===== src/rtl/regfile_wb_arbiter_pkg.sv =====
// ---------------------------------------------------------------------------
// regfile_wb_arbiter_pkg
//   Shared constants for the register-file writeback arbiter.
//   - Default data width, register-address width and FIFO depth.
//   - REG_ZERO: the hard-wired zero register, which is never written.
//   - Layout of a port-B FIFO entry, packed as {live, rd, data}:
//       data : [XLEN-1:0]
//       rd   : [XLEN+REG_AW-1:XLEN]
//       live : [XLEN+REG_AW]
//   Optional statistics counters (macro WB_STATS_EN) are STAT_W bits wide.
// ---------------------------------------------------------------------------
package regfile_wb_arbiter_pkg;

    localparam int WB_XLEN       = 32;
    localparam int WB_REG_AW     = 5;
    localparam int WB_FIFO_DEPTH = 2;
    localparam int STAT_W        = 32;

    localparam logic [WB_REG_AW-1:0] REG_ZERO = 5'd0;

    // Total width of one packed {live, rd, data} entry.
    function automatic int ent_w(input int xlen, input int aw);
        return 1 + aw + xlen;
    endfunction

    // Bit position of the live flag; rd sits directly below it.
    function automatic int ent_live_bit(input int xlen, input int aw);
        return xlen + aw;
    endfunction

endpackage


===== src/rtl/regfile_wb_arbiter_wb_fifo.sv =====
// ---------------------------------------------------------------------------
// wb_fifo
//   Circular buffer of port-B writeback results with a per-entry live bit.
//   A kill (kill_en, kill_rd) clears the live bit of every live entry whose
//   rd matches, and stores a same-cycle push to that rd as dead.
//   Ports:
//     clk, rst             clock, synchronous active-high reset
//     push, push_rd/data   store an entry at the tail (caller checks full)
//     pop                  drop the head entry (caller checks empty)
//     kill_en, kill_rd     younger write to kill_rd is happening this cycle
//     full, empty          occupancy flags from the explicit count register
//     head_live/rd/data    current head entry
//     kill_cnt             number of entries killed this cycle (incl. push)
// ---------------------------------------------------------------------------
module wb_fifo
    import regfile_wb_arbiter_pkg::*;
#(
    parameter int XLEN   = WB_XLEN,
    parameter int REG_AW = WB_REG_AW,
    parameter int DEPTH  = WB_FIFO_DEPTH
) (
    input  logic                      clk,
    input  logic                      rst,
    input  logic                      push,
    input  logic [REG_AW-1:0]         push_rd,
    input  logic [XLEN-1:0]           push_data,
    input  logic                      pop,
    input  logic                      kill_en,
    input  logic [REG_AW-1:0]         kill_rd,
    output logic                      full,
    output logic                      empty,
    output logic                      head_live,
    output logic [REG_AW-1:0]         head_rd,
    output logic [XLEN-1:0]           head_data,
    output logic [$clog2(DEPTH)+1:0]  kill_cnt
);

    localparam int PTR_W  = $clog2(DEPTH);
    localparam int CNT_W  = PTR_W + 1;
    localparam int KC_W   = PTR_W + 2;
    localparam int ENT_W  = ent_w(XLEN, REG_AW);
    localparam int LIVE_B = ent_live_bit(XLEN, REG_AW);

    logic [ENT_W-1:0] mem_r [DEPTH];
    logic [PTR_W-1:0] wptr_r;
    logic [PTR_W-1:0] rptr_r;
    logic [CNT_W-1:0] count_r;
    logic [DEPTH-1:0] hit_s;
    logic             push_live_s;

    assign full      = (count_r == CNT_W'(DEPTH));
    assign empty     = (count_r == CNT_W'(0));
    assign head_live = mem_r[rptr_r][LIVE_B];
    assign head_rd   = mem_r[rptr_r][LIVE_B-1 -: REG_AW];
    assign head_data = mem_r[rptr_r][XLEN-1:0];

    // Kill matching: live entries with the killed rd, and the incoming push.
    // Live bits are cleared on pop and reset, so live implies occupied.
    always_comb begin
        hit_s = '0;
        for (int i = 0; i < DEPTH; i++) begin
            if (kill_en && mem_r[i][LIVE_B] && (mem_r[i][LIVE_B-1 -: REG_AW] == kill_rd)) begin
                hit_s[i] = 1'b1;
            end else begin
                hit_s[i] = 1'b0;
            end
        end
        if (kill_en && (push_rd == kill_rd)) begin
            push_live_s = 1'b0;
        end else begin
            push_live_s = 1'b1;
        end
    end

    // Number of entries killed this cycle, a pushed-dead entry included.
    always_comb begin
        kill_cnt = '0;
        for (int i = 0; i < DEPTH; i++) begin
            kill_cnt = kill_cnt + KC_W'(hit_s[i]);
        end
        if (push && !push_live_s) begin
            kill_cnt = kill_cnt + KC_W'(1);
        end else begin
            kill_cnt = kill_cnt;
        end
    end

    // Storage, pointers and occupancy count.
    always_ff @(posedge clk) begin
        if (rst) begin
            wptr_r  <= '0;
            rptr_r  <= '0;
            count_r <= '0;
            for (int i = 0; i < DEPTH; i++) begin
                mem_r[i] <= '0;
            end
        end else begin
            for (int i = 0; i < DEPTH; i++) begin
                if (hit_s[i]) begin
                    mem_r[i][LIVE_B] <= 1'b0;
                end
            end
            if (pop) begin
                mem_r[rptr_r][LIVE_B] <= 1'b0;
                rptr_r                <= rptr_r + PTR_W'(1);
            end
            if (push) begin
                mem_r[wptr_r] <= {push_live_s, push_rd, push_data};
                wptr_r        <= wptr_r + PTR_W'(1);
            end
            case ({push, pop})
                2'b10:   count_r <= count_r + CNT_W'(1);
                2'b01:   count_r <= count_r - CNT_W'(1);
                default: count_r <= count_r;
            endcase
        end
    end

endmodule


===== src/rtl/regfile_wb_arbiter.sv =====
// ---------------------------------------------------------------------------
// regfile_wb_arbiter
//   Writer side of the register file. Merges single-cycle ALU results
//   (port A, always wins, cannot stall) and buffered long-latency results
//   (port B, valid/ready into wb_fifo) onto one registered write port, and
//   keeps a pending-write scoreboard for decode.
//   An A write to rd X is younger than every port-B result to X (including a
//   same-cycle push), so those B results are killed rather than written.
//   Ports:
//     clk, rst                     clock, synchronous active-high reset
//     a_valid, a_rd, a_data        ALU result
//     b_valid, b_ready, b_rd, b_data  long-latency result handshake
//     issue_valid, issue_rd        long-latency op issued by decode
//     busy                         bit r set while a write to xr is pending
//     wen, wraddr, wrdata          registered register-file write port
//   Optional (macro WB_STATS_EN): stat_b_stall, stat_kill saturating counters.
// ---------------------------------------------------------------------------
module regfile_wb_arbiter
    import regfile_wb_arbiter_pkg::*;
#(
    parameter int XLEN       = WB_XLEN,
    parameter int REG_AW     = WB_REG_AW,
    parameter int FIFO_DEPTH = WB_FIFO_DEPTH
) (
    input  logic                    clk,
    input  logic                    rst,
    input  logic                    a_valid,
    input  logic [REG_AW-1:0]       a_rd,
    input  logic [XLEN-1:0]         a_data,
    input  logic                    b_valid,
    output logic                    b_ready,
    input  logic [REG_AW-1:0]       b_rd,
    input  logic [XLEN-1:0]         b_data,
    input  logic                    issue_valid,
    input  logic [REG_AW-1:0]       issue_rd,
    output logic [(1<<REG_AW)-1:0]  busy,
    output logic                    wen,
    output logic [REG_AW-1:0]       wraddr,
    output logic [XLEN-1:0]         wrdata
`ifdef WB_STATS_EN
    ,
    output logic [STAT_W-1:0]       stat_b_stall,
    output logic [STAT_W-1:0]       stat_kill
`endif
);

    localparam int NREGS = 1 << REG_AW;
    localparam int KC_W  = $clog2(FIFO_DEPTH) + 2;
    localparam logic [REG_AW-1:0] RD_ZERO = REG_AW'(REG_ZERO);

    logic              a_sel_s;
    logic              pop_s;
    logic              push_s;
    logic              b_ready_s;
    logic              wr_en_s;
    logic [REG_AW-1:0] wr_addr_s;
    logic [XLEN-1:0]   wr_data_s;
    logic              fifo_full_s;
    logic              fifo_empty_s;
    logic              head_live_s;
    logic [REG_AW-1:0] head_rd_s;
    logic [XLEN-1:0]   head_data_s;
    logic [KC_W-1:0]   kill_cnt_s;
    logic [NREGS-1:0]  set_mask_s;
    logic [NREGS-1:0]  clr_mask_s;
    logic [NREGS-1:0]  busy_nxt_s;

    logic              wen_r;
    logic [REG_AW-1:0] wraddr_r;
    logic [XLEN-1:0]   wrdata_r;
    logic [NREGS-1:0]  busy_r;

    // b_rd==0 is accepted by the handshake but never stored.
    assign b_ready_s = !rst && !fifo_full_s;
    assign push_s    = b_valid && b_ready_s && (b_rd != RD_ZERO);

    assign b_ready = b_ready_s;
    assign busy    = busy_r;
    assign wen     = wen_r;
    assign wraddr  = wraddr_r;
    assign wrdata  = wrdata_r;

    wb_fifo #(
        .XLEN   (XLEN),
        .REG_AW (REG_AW),
        .DEPTH  (FIFO_DEPTH)
    ) u_fifo (
        .clk       (clk),
        .rst       (rst),
        .push      (push_s),
        .push_rd   (b_rd),
        .push_data (b_data),
        .pop       (pop_s),
        .kill_en   (a_sel_s),
        .kill_rd   (a_rd),
        .full      (fifo_full_s),
        .empty     (fifo_empty_s),
        .head_live (head_live_s),
        .head_rd   (head_rd_s),
        .head_data (head_data_s),
        .kill_cnt  (kill_cnt_s)
    );

    // Write-port selection: A first, else drain the FIFO head (dead heads pop silently).
    always_comb begin
        a_sel_s = a_valid && (a_rd != RD_ZERO);
        if (a_sel_s) begin
            pop_s     = 1'b0;
            wr_en_s   = 1'b1;
            wr_addr_s = a_rd;
            wr_data_s = a_data;
        end else if (!fifo_empty_s) begin
            pop_s     = 1'b1;
            wr_en_s   = head_live_s;
            wr_addr_s = head_rd_s;
            wr_data_s = head_data_s;
        end else begin
            pop_s     = 1'b0;
            wr_en_s   = 1'b0;
            wr_addr_s = RD_ZERO;
            wr_data_s = '0;
        end
    end

    // Scoreboard update: clear on live B write or kill, then set (set wins), x0 forced clear.
    always_comb begin
        set_mask_s = (issue_valid && (issue_rd != RD_ZERO)) ? (NREGS'(1) << issue_rd) : '0;
        clr_mask_s = '0;
        if (pop_s && head_live_s) begin
            clr_mask_s = clr_mask_s | (NREGS'(1) << head_rd_s);
        end else begin
            clr_mask_s = clr_mask_s;
        end
        if (kill_cnt_s != KC_W'(0)) begin
            clr_mask_s = clr_mask_s | (NREGS'(1) << a_rd);
        end else begin
            clr_mask_s = clr_mask_s;
        end
        busy_nxt_s    = (busy_r & ~clr_mask_s) | set_mask_s;
        busy_nxt_s[0] = 1'b0;
    end

    // Registered write port and scoreboard.
    always_ff @(posedge clk) begin
        if (rst) begin
            wen_r    <= 1'b0;
            wraddr_r <= RD_ZERO;
            wrdata_r <= '0;
            busy_r   <= '0;
        end else begin
            wen_r    <= wr_en_s;
            wraddr_r <= wr_addr_s;
            wrdata_r <= wr_data_s;
            busy_r   <= busy_nxt_s;
        end
    end

`ifdef WB_STATS_EN
    logic [STAT_W-1:0] stat_b_stall_r;
    logic [STAT_W-1:0] stat_kill_r;
    logic [STAT_W:0]   kill_sum_s;

    assign stat_b_stall = stat_b_stall_r;
    assign stat_kill    = stat_kill_r;
    assign kill_sum_s   = {1'b0, stat_kill_r} + (STAT_W+1)'(kill_cnt_s);

    // Saturating stall and kill counters.
    always_ff @(posedge clk) begin
        if (rst) begin
            stat_b_stall_r <= '0;
            stat_kill_r    <= '0;
        end else begin
            if (b_valid && !b_ready_s && (stat_b_stall_r != '1)) begin
                stat_b_stall_r <= stat_b_stall_r + STAT_W'(1);
            end else begin
                stat_b_stall_r <= stat_b_stall_r;
            end
            if (kill_sum_s[STAT_W]) begin
                stat_kill_r <= '1;
            end else begin
                stat_kill_r <= kill_sum_s[STAT_W-1:0];
            end
        end
    end
`endif

endmodule


===== config.mk =====
export PLATFORM = sky130hd
export DESIGN_NAME = regfile_wb_arbiter
export DESIGN_NICKNAME = d
export VERILOG_FILES = /design/src/rtl/regfile_wb_arbiter_pkg.sv /design/src/rtl/regfile_wb_arbiter_wb_fifo.sv /design/src/rtl/regfile_wb_arbiter.sv
export SDC_FILE = /design/constraint.sdc
export NUM_CORES = 1
export LEC_CHECK = 0
export ABC_AREA = 1
export BUFFER_PORTS_ARGS = -buffer_cell sky130_fd_sc_hd__buf_2
export CORE_MARGIN = 10
export CORE_UTILIZATION = 50
export CTS_CLUSTER_SIZE = 8
export DETAILED_ROUTE_END_ITERATION = 10
export PLACE_DENSITY = 0.77
export SYNTH_ARGS = -nofsm -noshare
export SYNTH_HDL_FRONTEND = slang
export SYNTH_SLANG_ARGS = --single-unit

===== constraint.sdc =====
create_clock -name clk -period 7.06 [get_ports clk]
set_input_delay 0.706 -clock clk [delete_from_list [all_inputs] [get_ports clk]]
set_output_delay 0.706 -clock clk [all_outputs]
set_load 0.01 [all_outputs]

# == Word level (Yosys, flattened, before mapping) ==
# Memories as Yosys holds them, arrays and structs flattened. A register that Yosys moved wholly into a read port is not among the register bits.
# Cells that the tools add are included.
# word_totals
regBits,74
ram_bits,76
inputBits,84
wordCells,88
memories,1
# classes
n_addsub,6
n_eq_ne,6
shifts,3
n_mux,37
bitwise_logic,6
reduce_logical,21
# mem_list
memory,words,width,rd,rd_ports_with_merged_regs,write_ports,line_no,rtl
u_fifo.mem_r,2,38,3,1,3,regfile_wb_arbiter_wb_fifo.sv:44,logic [ENT_W-1:0] mem_r [DEPTH];
# op_table
cell,n
$mux W32,5
$shl A1 B5 Y32 const A,3
$or A32 B32 Y32,2
$mux W38,1
$reduce_or A38 Y1,1
$and A32 B32 Y32,1
$not A32 Y32,1
$mux W1,26
$eq A5 B5 Y1,3
$reduce_bool A5 Y1,3
$logic_and A1 B1 Y1,12
$mux W5,2
$eq A2 B2 Y1 const B,2
$pmux W2 S2,1
$add A3 B1 Y3 const B,1
$mux W3,1
$reduce_bool A3 Y1,1
$add A1 B1 Y1 const B,2
$add A1 B1 Y2,1
$add A2 B1 Y2 const B,1
$eq A2 B1 Y1 const B,1
$logic_not A1 Y1,2
$logic_not A2 Y1,1
$mux W2,1
3 further kinds,4

# == Logic depth before layout (Yosys ltp) ==
# Gate-level depths: netlist of the first run.
# depth
ltp_word,13
ltp_mapped,15
mapped_depth_nobuf,14

# == By module ==
# Synthesis of the first run repeated with hierarchy kept, for this count alone.
# hier_totals
cells_unflattened,858
hier_area_um2,7226.9
# by_module_without_submodules
module,instances,cells_each,area_per_inst_um2
wb_fifo,1,366,3875.0
regfile_wb_arbiter,1,492,3352.0

# == Least setup slack after synthesis of the first run ==
# OpenSTA, ideal clock, no wires.
# synth_timing
path_kind,input port to flip-flop
startpoint,input rst
endpoint,"memory u_fifo.mem_r[0][37] (netlist name), enable pin"
setup_ns,0.295
arrival_time_ns,2.494
t_required_ns,6.765
setup_slack_ns,4.271
path_stages,9
n_path_buf,2
path_cell_list,clkbuf_1 inv_2 nand3_1 a21oi_2 nand2_1 buf_2 nand2_1 a21oi_1 nand2_1
# synth_rtl
element,line_no,rtl
from (decl),regfile_wb_arbiter.sv:26,"input logic rst,"
to (decl),regfile_wb_arbiter_wb_fifo.sv:44,

# == Worst setup path after layout of the first run ==
# layout_timing
startpoint,input a_rd[4]
endpoint,"register busy_r[29], in the netlist busy[29]"
# layout_between
elab_chain_len,13
elab_cells_between_ends,26
# layout_lines
element,line_no,rtl
from (decl),regfile_wb_arbiter.sv:28,"input logic [REG_AW-1:0] a_rd,"
$reduce_bool A5 Y1,regfile_wb_arbiter.sv:106,a_sel_s = a_valid && (a_rd != RD_ZERO);
$logic_and A1 B1 Y1,regfile_wb_arbiter.sv:106,
$logic_and A1 B1 Y1 (2 in a row),regfile_wb_arbiter_wb_fifo.sv:62,if (kill_en && mem_r[i][LIVE_B] && (mem_r[i][LIVE_B-1 -: REG_AW] == kill_rd)) begin
$mux W1,regfile_wb_arbiter_wb_fifo.sv:62,
$add A1 B1 Y2,regfile_wb_arbiter_wb_fifo.sv:79,kill_cnt = kill_cnt + KC_W'(hit_s[i]);
$add A3 B1 Y3,regfile_wb_arbiter_wb_fifo.sv:82,kill_cnt = kill_cnt + KC_W'(1);
$mux W3,regfile_wb_arbiter_wb_fifo.sv:81,if (push && !push_live_s) begin
$reduce_bool A3 Y1,regfile_wb_arbiter.sv:134,if (kill_cnt_s != KC_W'(0)) begin
$mux W32 *,regfile_wb_arbiter.sv:134,
$not A32 Y32 *,regfile_wb_arbiter.sv:139,busy_nxt_s = (busy_r & ~clr_mask_s) | set_mask_s;
$and A32 B32 Y32 *,regfile_wb_arbiter.sv:139,
$or A32 B32 Y32 *,regfile_wb_arbiter.sv:139,
to (signal assigned),regfile_wb_arbiter.sv:154,busy_r <= busy_nxt_s;
to (decl),regfile_wb_arbiter.sv:71,logic [NREGS-1:0] busy_r;
# Mark *: on every way between the ends. The rest lies on a longest branch, timed or not.
# A chain may end at the register's enable or synchronous reset.

==> results of run 1 <==
power groups by stage:
| stage | clock [uW] | combinational (uW) | sequential [uW] |
|---|---|---|---|
| 3_3_place_gp | 0 | 298 | 1030 |
| 5_1_grt | 1000 | 342 | 1020 |
| 3_5_place_dp | 0 | 304 | 1030 |
| 6_report | 963 | 306 | 1010 |
| 2_1_floorplan | 0 | 208 | 1020 |
| 4_1_cts | 966 | 307 | 1010 |
layout by cell type, fill, tap and decap left out, drive strengths merged, types with 14 or more instances in the layout:
cell	count
dfxtp	74
edfxtp	76
nand3	36
o21a	19
nor2	147
nor3	14
nand4	16
clkbuf	20
o21ai	14
nand2	295
inv	90
a21oi	79
buf	157
flip-flops by register name (all words and copies together) (netlist names), named ones only:
name / cells
u_fifo.wptr_r: 1
u_fifo.rptr_r: 1
wrdata: 32
wraddr: 5
u_fifo.count_r: 2
u_fifo.mem_r: 76
busy: 31
wen: 1
per-stage QoR:
| stage | setup slack [ns] | cells |
|---|---|---|
| 6_report | 4.10 | 1240 |
| 5_1_grt | 3.87 | 1240 |
| 4_1_cts | 4.19 | 1239 |
| 3_5_place_dp | 3.74 | 1207 |
| 3_3_place_gp | 3.73 | 1207 |
| 2_1_floorplan | 4.27 | 920 |
area by class of cell:
cell class / count / area, um^2
Antenna cell: 1 / 2.50
Clock buffer: 20 / 457
Clock inverter: 12 / 163
Fill cell: 1251 / 5420
Inverter: 84 / 318
Multi-Input combinational cell: 636 / 2840
Sequential cell: 150 / 3760
Tap cell: 180 / 225
Timing Repair Buffer: 157 / 796
layer usage:
metal	track usage	up-vias	wire length, um
li1	-	3204	-
met1	0.234	2971	8280
met2	0.334	253	10000
met3	0.0609	44	1510
met4	0.0870	2	462
met5	0	-	13
cells by family after synthesis:
logic type,count (synthesis),share of synthesized area
simple gates,516,0.296
flops,150,0.525
buf+inv,134,0.0796
compound gates,112,0.0885
xor+xnor,4,0.00489
fa+ha+maj,3,0.00524
other cells,1,0.000523
worst paths after layout:
kind	end	cells after the start	slack, ns	from
max	busy[29]	13	4.10	a_rd[4]
min	u_fifo.wptr_r	2	0.49	u_fifo.wptr_r
max reg2reg	busy[31]	8	4.27	flop
min reg2reg	u_fifo.wptr_r	2	0.49	u_fifo.wptr_r
critical path, stage by stage:
cell and delay, ns:
buf_2 0.37, inv_2 0.26, nand4_1 0.15, nand2_1 0.13, nor2_1 0.19, inv_1 0.08
ha_1 0.30, nand2_1 0.06, nand4_1 0.10, nand3_2 0.52, nand2_1 0.25, nand2_1 0.07
a21oi_1 0.12
==> metrics.cfg, run 1 <==
[critical_path]
path_max_fanout = 31
arrival_ns = 3.32
crit_path_end_kind = flop
worst-setup-path-type = input pin to flop
startpoint_type = input pin
worstPathRequired_ns = 7.42

[clocking]
cts_buffers = 17
post_cts_resized = 0
cts_root_buf = clkbuf_16
clk_latency_ns = 0.44
cts_buffer_depth = 2
h-tree-depth = 4
clk_transition_reported_paths_ns = 0.06
cts_sinks = 150
cts_tree = built
ctsHoldBuffers = 0
post-cts-setup-buffers = 0

[floorplan]
ios = 155
core_area_um2 = 14000
fp.dieW_um = 140
die_h_um = 140
rows = 43
design.die.area_um2 = 19500
initial_core_util = 0.513

[power]
clkPwrFrac = 0.422
irDropWorstVdd_mv = 0.204
leakagePower_uw = 0.00390
pwr-share-comb = 0.134
pwr-share-seq = 0.444
p_total_uw = 2280
swShare = 0.278
switchingPower_uw = 633
p_int_uw = 1650
p_per_area_nw_per_um2 = 266

[synthesis]
synth.top_cell.area_share = 0.318
yosysMostFrequentCell = nand2_1
ys_types = 36
netlist_instances = 920
synth_enable_flop_cells = 76
yosysWarnings = 0
async_flop_share = 0
synthTopCellsByArea = edfxtp_1 32%, dfxtp_1 21%, nand2_1 15%, nor2_1 7.4%, a21oi_1 5.4%
ys_seq_area_frac = 0.525
synth_seq_cells = 150
synth_ff_type = edfxtp_1
yosys-top-cells-count = 292 x nand2_1, 141 x nor2_1, 78 x a21oi_1
synthesis.area_um2 = 7170
synth_fp_nets = 1007
synth_top_area_cell = edfxtp_1
postSynthAreaPerCell_um2 = 7.79

[sta]
fin_worst_skew_ns = 0.00765
tns_ns = 0
holdWs_ns = 0.493
slew_violations = 0
max_slew_margin = 0.348
rsz0062_at_grt = no
finalHoldViolations = 0
min_period_ns = 2.96
setup_violations = 0
period_share = 0.419
max_freq_ghz = 0.338
worst_pin_slew_ns = 0.975

[global_routing]
grt-ovfl-total = 0
grt_pass1_vias = 6352
grt_max_degree = 71
grt_pass1_wl_mm = 32.0
grt_antenna_before_repair = 2
track_usage = 0.201

[flow_run]
cap_violations = 0

[drt]
drtIter0Drc = 512
drc = 0
via_per_inst = 5.22
dr.pass1.iters = 5
num_vias = 6474
wl_per_cell_um = 16.4
drt_wl_total_mm = 20.3
ant_nets = 0

[placed_design]
portBuffers = 153
gp_congestion = 0.908
dpl_cell_area_um2 = 7950
detailed_place_hpwl_mm = 13.4

[final_layout]
final_util = 0.612
nNetsFinal = 1133
syn_to_final_growth_pct = 19.5
final_cell_area_um2 = 8570
drive_gt1_frac = 0.209

[worst_hold_path]
hold_class = flop to flop

[run_status]
status = completed

(Power assumes the default switching activity.)
==> inputs of run 2 (changes only) <==
==> constraint.sdc (replaced) <==
create_clock -name clk -period 2.85 [get_ports clk]
set_input_delay 0.285 -clock clk [delete_from_list [all_inputs] [get_ports clk]]
set_output_delay 0.285 -clock clk [all_outputs]
set_load 0.01 [all_outputs]
==> metrics.cfg, run 2 (synthesized netlist as in run 1, its figures left out) <==
[floorplan]
core_area_um2 = 14000  ; unchanged
design.die.area_um2 = 19500  ; unchanged
rows = 43  ; unchanged
fp.dieW_um = 140  ; unchanged
ios = 155  ; unchanged
initial_core_util = 0.513  ; unchanged
die_h_um = 140  ; unchanged

[critical_path]
worst-r2r-setup-slack_ns = 0.54  ; -3.73 ns
startpoint_type = flop
worst-setup-path-type = flop to flop
arrival_ns = 2.58  ; -0.74 ns
path_max_fanout = 23  ; -26%
cpMostUsedCell = nand2_1
r2r-start = u_fifo.mem_r[1][32]
worstPathRequired_ns = 3.12  ; -4.30 ns
crit_slowest_cell = edfxtp_1
worstPathCellList = nand2_1, nand4_1, nor3_1, nand2_1, nor2_1, inv_1, ha_1, nand2_1, nand4_1, nand3_2, buf_12, nand2_1, nand2_1, a21oi_1
crit_path_end_kind = flop
max_stage_delay_ns = 0.42  ; -0.10 ns
crit-reg2reg-capture = busy[7]
r2r_cells = 14  ; +6

[sta]
tns_ns = 0  ; unchanged
period_share = 0.811
max_slew_margin = 0.476  ; +0.128
min_period_ns = 2.31
fin_worst_skew_ns = 0.00688  ; -0.000764 ns
slew_violations = 0  ; unchanged
setup_violations = 0  ; unchanged
max_freq_ghz = 0.432
worst_pin_slew_ns = 0.786  ; -0.189 ns
finalHoldViolations = 0  ; unchanged
rsz0062_at_grt = no

[clocking]
post-cts-setup-buffers = 0  ; unchanged
cts_root_buf = clkbuf_16
clk_transition_reported_paths_ns = 0.06  ; about the same
cts_sinks = 150  ; unchanged
ctsHoldBuffers = 0  ; unchanged
cts_tree = built
cts_buffer_depth = 2  ; unchanged
clk_latency_ns = 0.42  ; -0.02 ns
h-tree-depth = 4  ; unchanged
cts_buffers = 17  ; unchanged
post_cts_resized = 0  ; unchanged

[global_routing]
met1_usage = 0.238  ; +0.00385
grt_antenna_before_repair = 2  ; unchanged
grt_use_met2 = 0.347  ; +0.0131
grt-ovfl-total = 0  ; unchanged
busiest_layer = met2
grt_pass1_vias = 6442  ; +1.4%
grt_pass1_wl_mm = 32.4  ; +1.1%
use_met3 = 0.0568  ; -0.00408
track_usage = 0.203  ; +0.00233
grt_max_degree = 70  ; -1.4%

[run_status]
status = completed

[worst_hold_path]
hp-start = a_data[1]
hold_class = input pin to flop
whs_endpoint = wrdata[1]
min_path_cells = 3  ; +1

[drt]
drt_wl_total_mm = 20.0  ; -1.3%
ant_nets = 0  ; unchanged
via_per_inst = 5.22  ; -0.11%
wl_per_cell_um = 16.0  ; -2.3%
num_vias = 6535  ; +0.94%
dr.pass1.iters = 7  ; +2
drc = 0  ; unchanged
drtIter0Drc = 565  ; +10%

[final_layout]
final_cell_mix = 290 x nand2_1, 153 x buf_2, 141 x nor2_1, 78 x a21oi_1, 76 x edfxtp_1
regMostFlops = u_fifo.mem_r
final_common_cell = nand2_1
n_antenna_cell = 0  ; -1
syn_to_final_growth_pct = 20.8
nNetsFinal = 1147  ; +1.2%
drive_gt1_frac = 0.217  ; +0.00846
final_util = 0.619  ; +0.00680
largest_reg_flops = 76  ; unchanged

[power]
irDropWorstVdd_mv = 0.386  ; +89%
leakagePower_uw = 0.00395  ; +1.3%
p_per_area_nw_per_um2 = 644  ; +140%

[placed_design]
gp_congestion = 0.906  ; -0.18%
portBuffers = 153  ; unchanged
detailed_place_hpwl_mm = 13.7  ; +2.8%

[flow_run]
cap_violations = 0  ; unchanged

## run 2: cell count changes in the layout (fill, tap and decap cells not counted), sizes merged
cell | before | now
clkinvlp | 0 | 3
clkinv | 3 | 4
buf | 157 | 171
diode | 1 | 0
clkbuf | 20 | 21
inv | 90 | 85
## run 2: per-layer routing
layer | routed length (um) | vias up
met3 | 1700 | 35
met2 | 9810 | 272
met5 | 13 | -
met1 | 8130 | 2998
met4 | 376 | 2
li1 | - | 3228
## run 2: layout make-up
class | count | area [um^2]
inverters | 84 | 318
flip-flops and latches | 150 | 3760
fillers | 1285 | 5330
clock buffers | 21 | 450
well taps | 180 | 225
repair buffers | 171 | 913
clock inverters | 11 | 149
multi-input cells | 636 | 2840
## run 2: critical path, delay by kind of cell, from the launching register on
kind / cells / cell delay (ns)
flops: 1 / 0.42
fa+ha+maj: 1 / 0.31
compound gates: 1 / 0.06
buf+inv: 2 / 0.26
simple gates: 10 / 1.11
## run 2: worst max-delay path by stage
| stage | start | depth (start not counted) | end |
|---|---|---|---|
| floorplan | rst | 9 | u_fifo.mem_r[0][37] |
| global placement | a_rd[4] | 14 | busy[10] |
| detailed placement | a_rd[4] | 14 | busy[7] |
| CTS | u_fifo.mem_r[1][36] | 13 | busy[7] |
| global route | u_fifo.mem_r[0][36] | 13 | busy[25] |
| finish | u_fifo.mem_r[1][32] | 14 | busy[7] |
## run 2: metrics by stage
step	instances	area, um^2	hold WS, ns	power [uW]	setup slack, ns
floorplan	920	7170	0.432	3050	0.482
global placement	1221	8060	0.460	3310	0.426
detailed placement	1221	8060	0.470	3330	0.341
CTS	1253	8660	0.0949	5600	0.549
global route	1253	8660	0.108	5800	0.355
finish	1253	8660	0.106	5580	0.537
## run 2: power breakdown
part           switching (uW)  total [uW]  internal, uW
Combinational             554         801           247
Sequential               70.9        2490          2420
Clock                     886        2290          1400
Total                    1510        5580          4070
==> inputs of run 3 (changes only) <==
==> constraint.sdc (replaced) <==
create_clock -name clk -period 2.2 [get_ports clk]
set_input_delay 0.22 -clock clk [delete_from_list [all_inputs] [get_ports clk]]
set_output_delay 0.22 -clock clk [all_outputs]
set_load 0.01 [all_outputs]
==> metrics.cfg, run 3 (synthesized netlist as in run 1, its figures left out) <==
[run_status]
status = finished, violations left
failed_checks = setup timing

[global_routing]
grt_max_degree = 70  ; unchanged
track_usage = 0.205  ; +0.00190
grt_pass1_wl_mm = 32.9  ; +1.4%
grt_antenna_before_repair = 3  ; +1
grt_pass1_vias = 6539  ; +1.5%
grt-ovfl-total = 0  ; unchanged

[drt]
drt_wl_total_mm = 20.6  ; +2.6%
drtIter0Drc = 610  ; +8.0%
ant_nets = 0  ; unchanged
wl_per_cell_um = 16.1  ; +0.51%
drc = 0  ; unchanged
via_per_inst = 5.20  ; -0.25%
dr.pass1.iters = 6  ; -1
num_vias = 6654  ; +1.8%

[final_layout]
final_common_cell = nand2_1
largest_reg_flops = 76  ; unchanged
final_cell_mix = 276 x nand2_1, 153 x buf_2, 139 x nor2_1, 76 x edfxtp_1, 74 x a21oi_1
drive_gt1_frac = 0.263  ; +0.0454
final_util = 0.642  ; +0.0225
stdcell_count = 1279  ; +2.1%
regMostFlops = u_fifo.mem_r
syn_to_final_growth_pct = 25.2
nFillCells = 1200  ; -6.6%
nNetsFinal = 1171  ; +2.1%

[placed_design]
place_ws_ns = -0.0925  ; -0.433 ns
detailed_place_hpwl_mm = 13.8  ; +0.57%
dp.cells = 1237  ; +1.3%
gp_congestion = 0.930  ; +2.6%
portBuffers = 153  ; unchanged

[clocking]
ctsHoldBuffers = 0  ; unchanged
cts_buffer_depth = 2  ; unchanged
h-tree-depth = 4  ; unchanged
cts_root_buf = clkbuf_16
cts_buffers = 17  ; unchanged
cts_sinks = 150  ; unchanged
cts_tree = built
clk_transition_reported_paths_ns = 0.06  ; about the same
clk_latency_ns = 0.43  ; about the same

[floorplan]
core_area_um2 = 14000  ; unchanged
initial_core_util = 0.513  ; unchanged
design.die.area_um2 = 19500  ; unchanged
rows = 43  ; unchanged
ios = 155  ; unchanged
die_h_um = 140  ; unchanged
fp.dieW_um = 140  ; unchanged

[critical_path]
startpoint_type = flop
worstPathCellList = xor2_2, nor4_2, nand2_1, nor2_2, inv_2, ha_4, nand2_2, nand4_1, nand3_4, clkbuf_16, nand2_1, nand2_1, a21oi_1
worst-setup-path-type = flop to flop
path_max_fanout = 12  ; -48%
arrival_ns = 2.55  ; -0.03 ns
crit_path_end_kind = flop
worstPathRequired_ns = 2.47  ; -0.65 ns
cpMostUsedCell = nand2_1
crit_slowest_cell = edfxtp_1
max_stage_delay_ns = 0.43  ; about the same

[sta]
fin_worst_skew_ns = 0.00749  ; +0.000602 ns
finalHoldViolations = 0  ; unchanged
max_slew_margin = 0.445  ; -0.0309
tns_ns = -0.827  ; -0.827 ns
slew_violations = 0  ; unchanged
worst_pin_slew_ns = 0.832  ; +0.0464 ns
max_freq_ghz = 0.439  ; +1.6%
setup_violations = 29  ; +29
min_period_ns = 2.28  ; -0.0366 ns
rsz0062_at_grt = yes
period_share = 1.03  ; +0.223
fin_ws_ns = -0.0762  ; -0.613 ns

[power]
irDropWorstVdd_mv = 0.605  ; +57%
p_per_area_nw_per_um2 = 781  ; +21%
leakagePower_uw = 0.00412  ; +4.2%

[flow_run]
cap_violations = 0  ; unchanged

[worst_hold_path]
hold_class = input pin to flop

run 3: through the flow:
stage | power, uW | hold WS [ns] | area (um^2)
finish | 7010 | 0.0393 | 8980
global route | 7290 | 0.0392 | 8980
CTS | 7000 | 0.0314 | 8810
detailed placement | 4340 | 0.462 | 8210
global placement | 4320 | 0.459 | 8210
floorplan | 3950 | 0.367 | 7180
run 3: worst max-delay path, delay by kind of cell, from the launching register on:
family	cells	cell delay (ns)
and+or+nand+nor	8	0.98
DFF	1	0.43
buffers and inverters	2	0.26
adders and majority gates	1	0.22
xor gates and xnor gates	1	0.17
AOI/OAI and AO/OA	1	0.06
run 3: final timing paths:
path / start / endpoint / slack [ns] / depth (start not counted)
setup / recovery: u_fifo.mem_r[0][36] / busy[20] / -0.08 / 13
hold / removal: a_data[0] / wrdata[0] / 0.04 / 3
setup reg to reg: u_fifo.mem_r[0][36] / busy[20] / -0.08 / 13
hold reg to reg: u_fifo.wptr_r / u_fifo.wptr_r / 0.47 / 2
run 3: routing by layer:
metal | track usage | share of wire
met1 | 0.239 | 0.40
met2 | 0.350 | 0.49
met3 | 0.0626 | 0.088
met5 | 0 | 0.00039
met4 | 0.0679 | 0.022
run 3: power breakdown:
part / total [uW] / leakage [uW] / internal, uW / switching [uW]
clock: 2690 / 0.000269 / 1530 / 1160
combinational: 1100 / 0.00245 / 357 / 747
sequential: 3220 / 0.00140 / 3130 / 83.1
total: 7010 / 0.00412 / 5020 / 1990
run 3: layout make-up:
class	count	area [um^2]	share of cell area
inverter	84	318	0.0354
clock inverter	11	75.1	0.00836
timing repair buffer	195	1160	0.129
sequential	150	3760	0.419
tap	180	225	0.0251
multi-input combinational	636	2960	0.330
clock buffer	21	470	0.0524
antenna	2	5.00	0.000558
run 3: timing repair:
item | in CTS | in global routing
buffers inserted | 5 | 2
endpoints found under the setup margin | 31 | 31
gates resized for setup | 2 | 34
endpoints found under the hold margin | 0 | 0
gates cloned | 0 | 2
pin swaps | 0 | 8
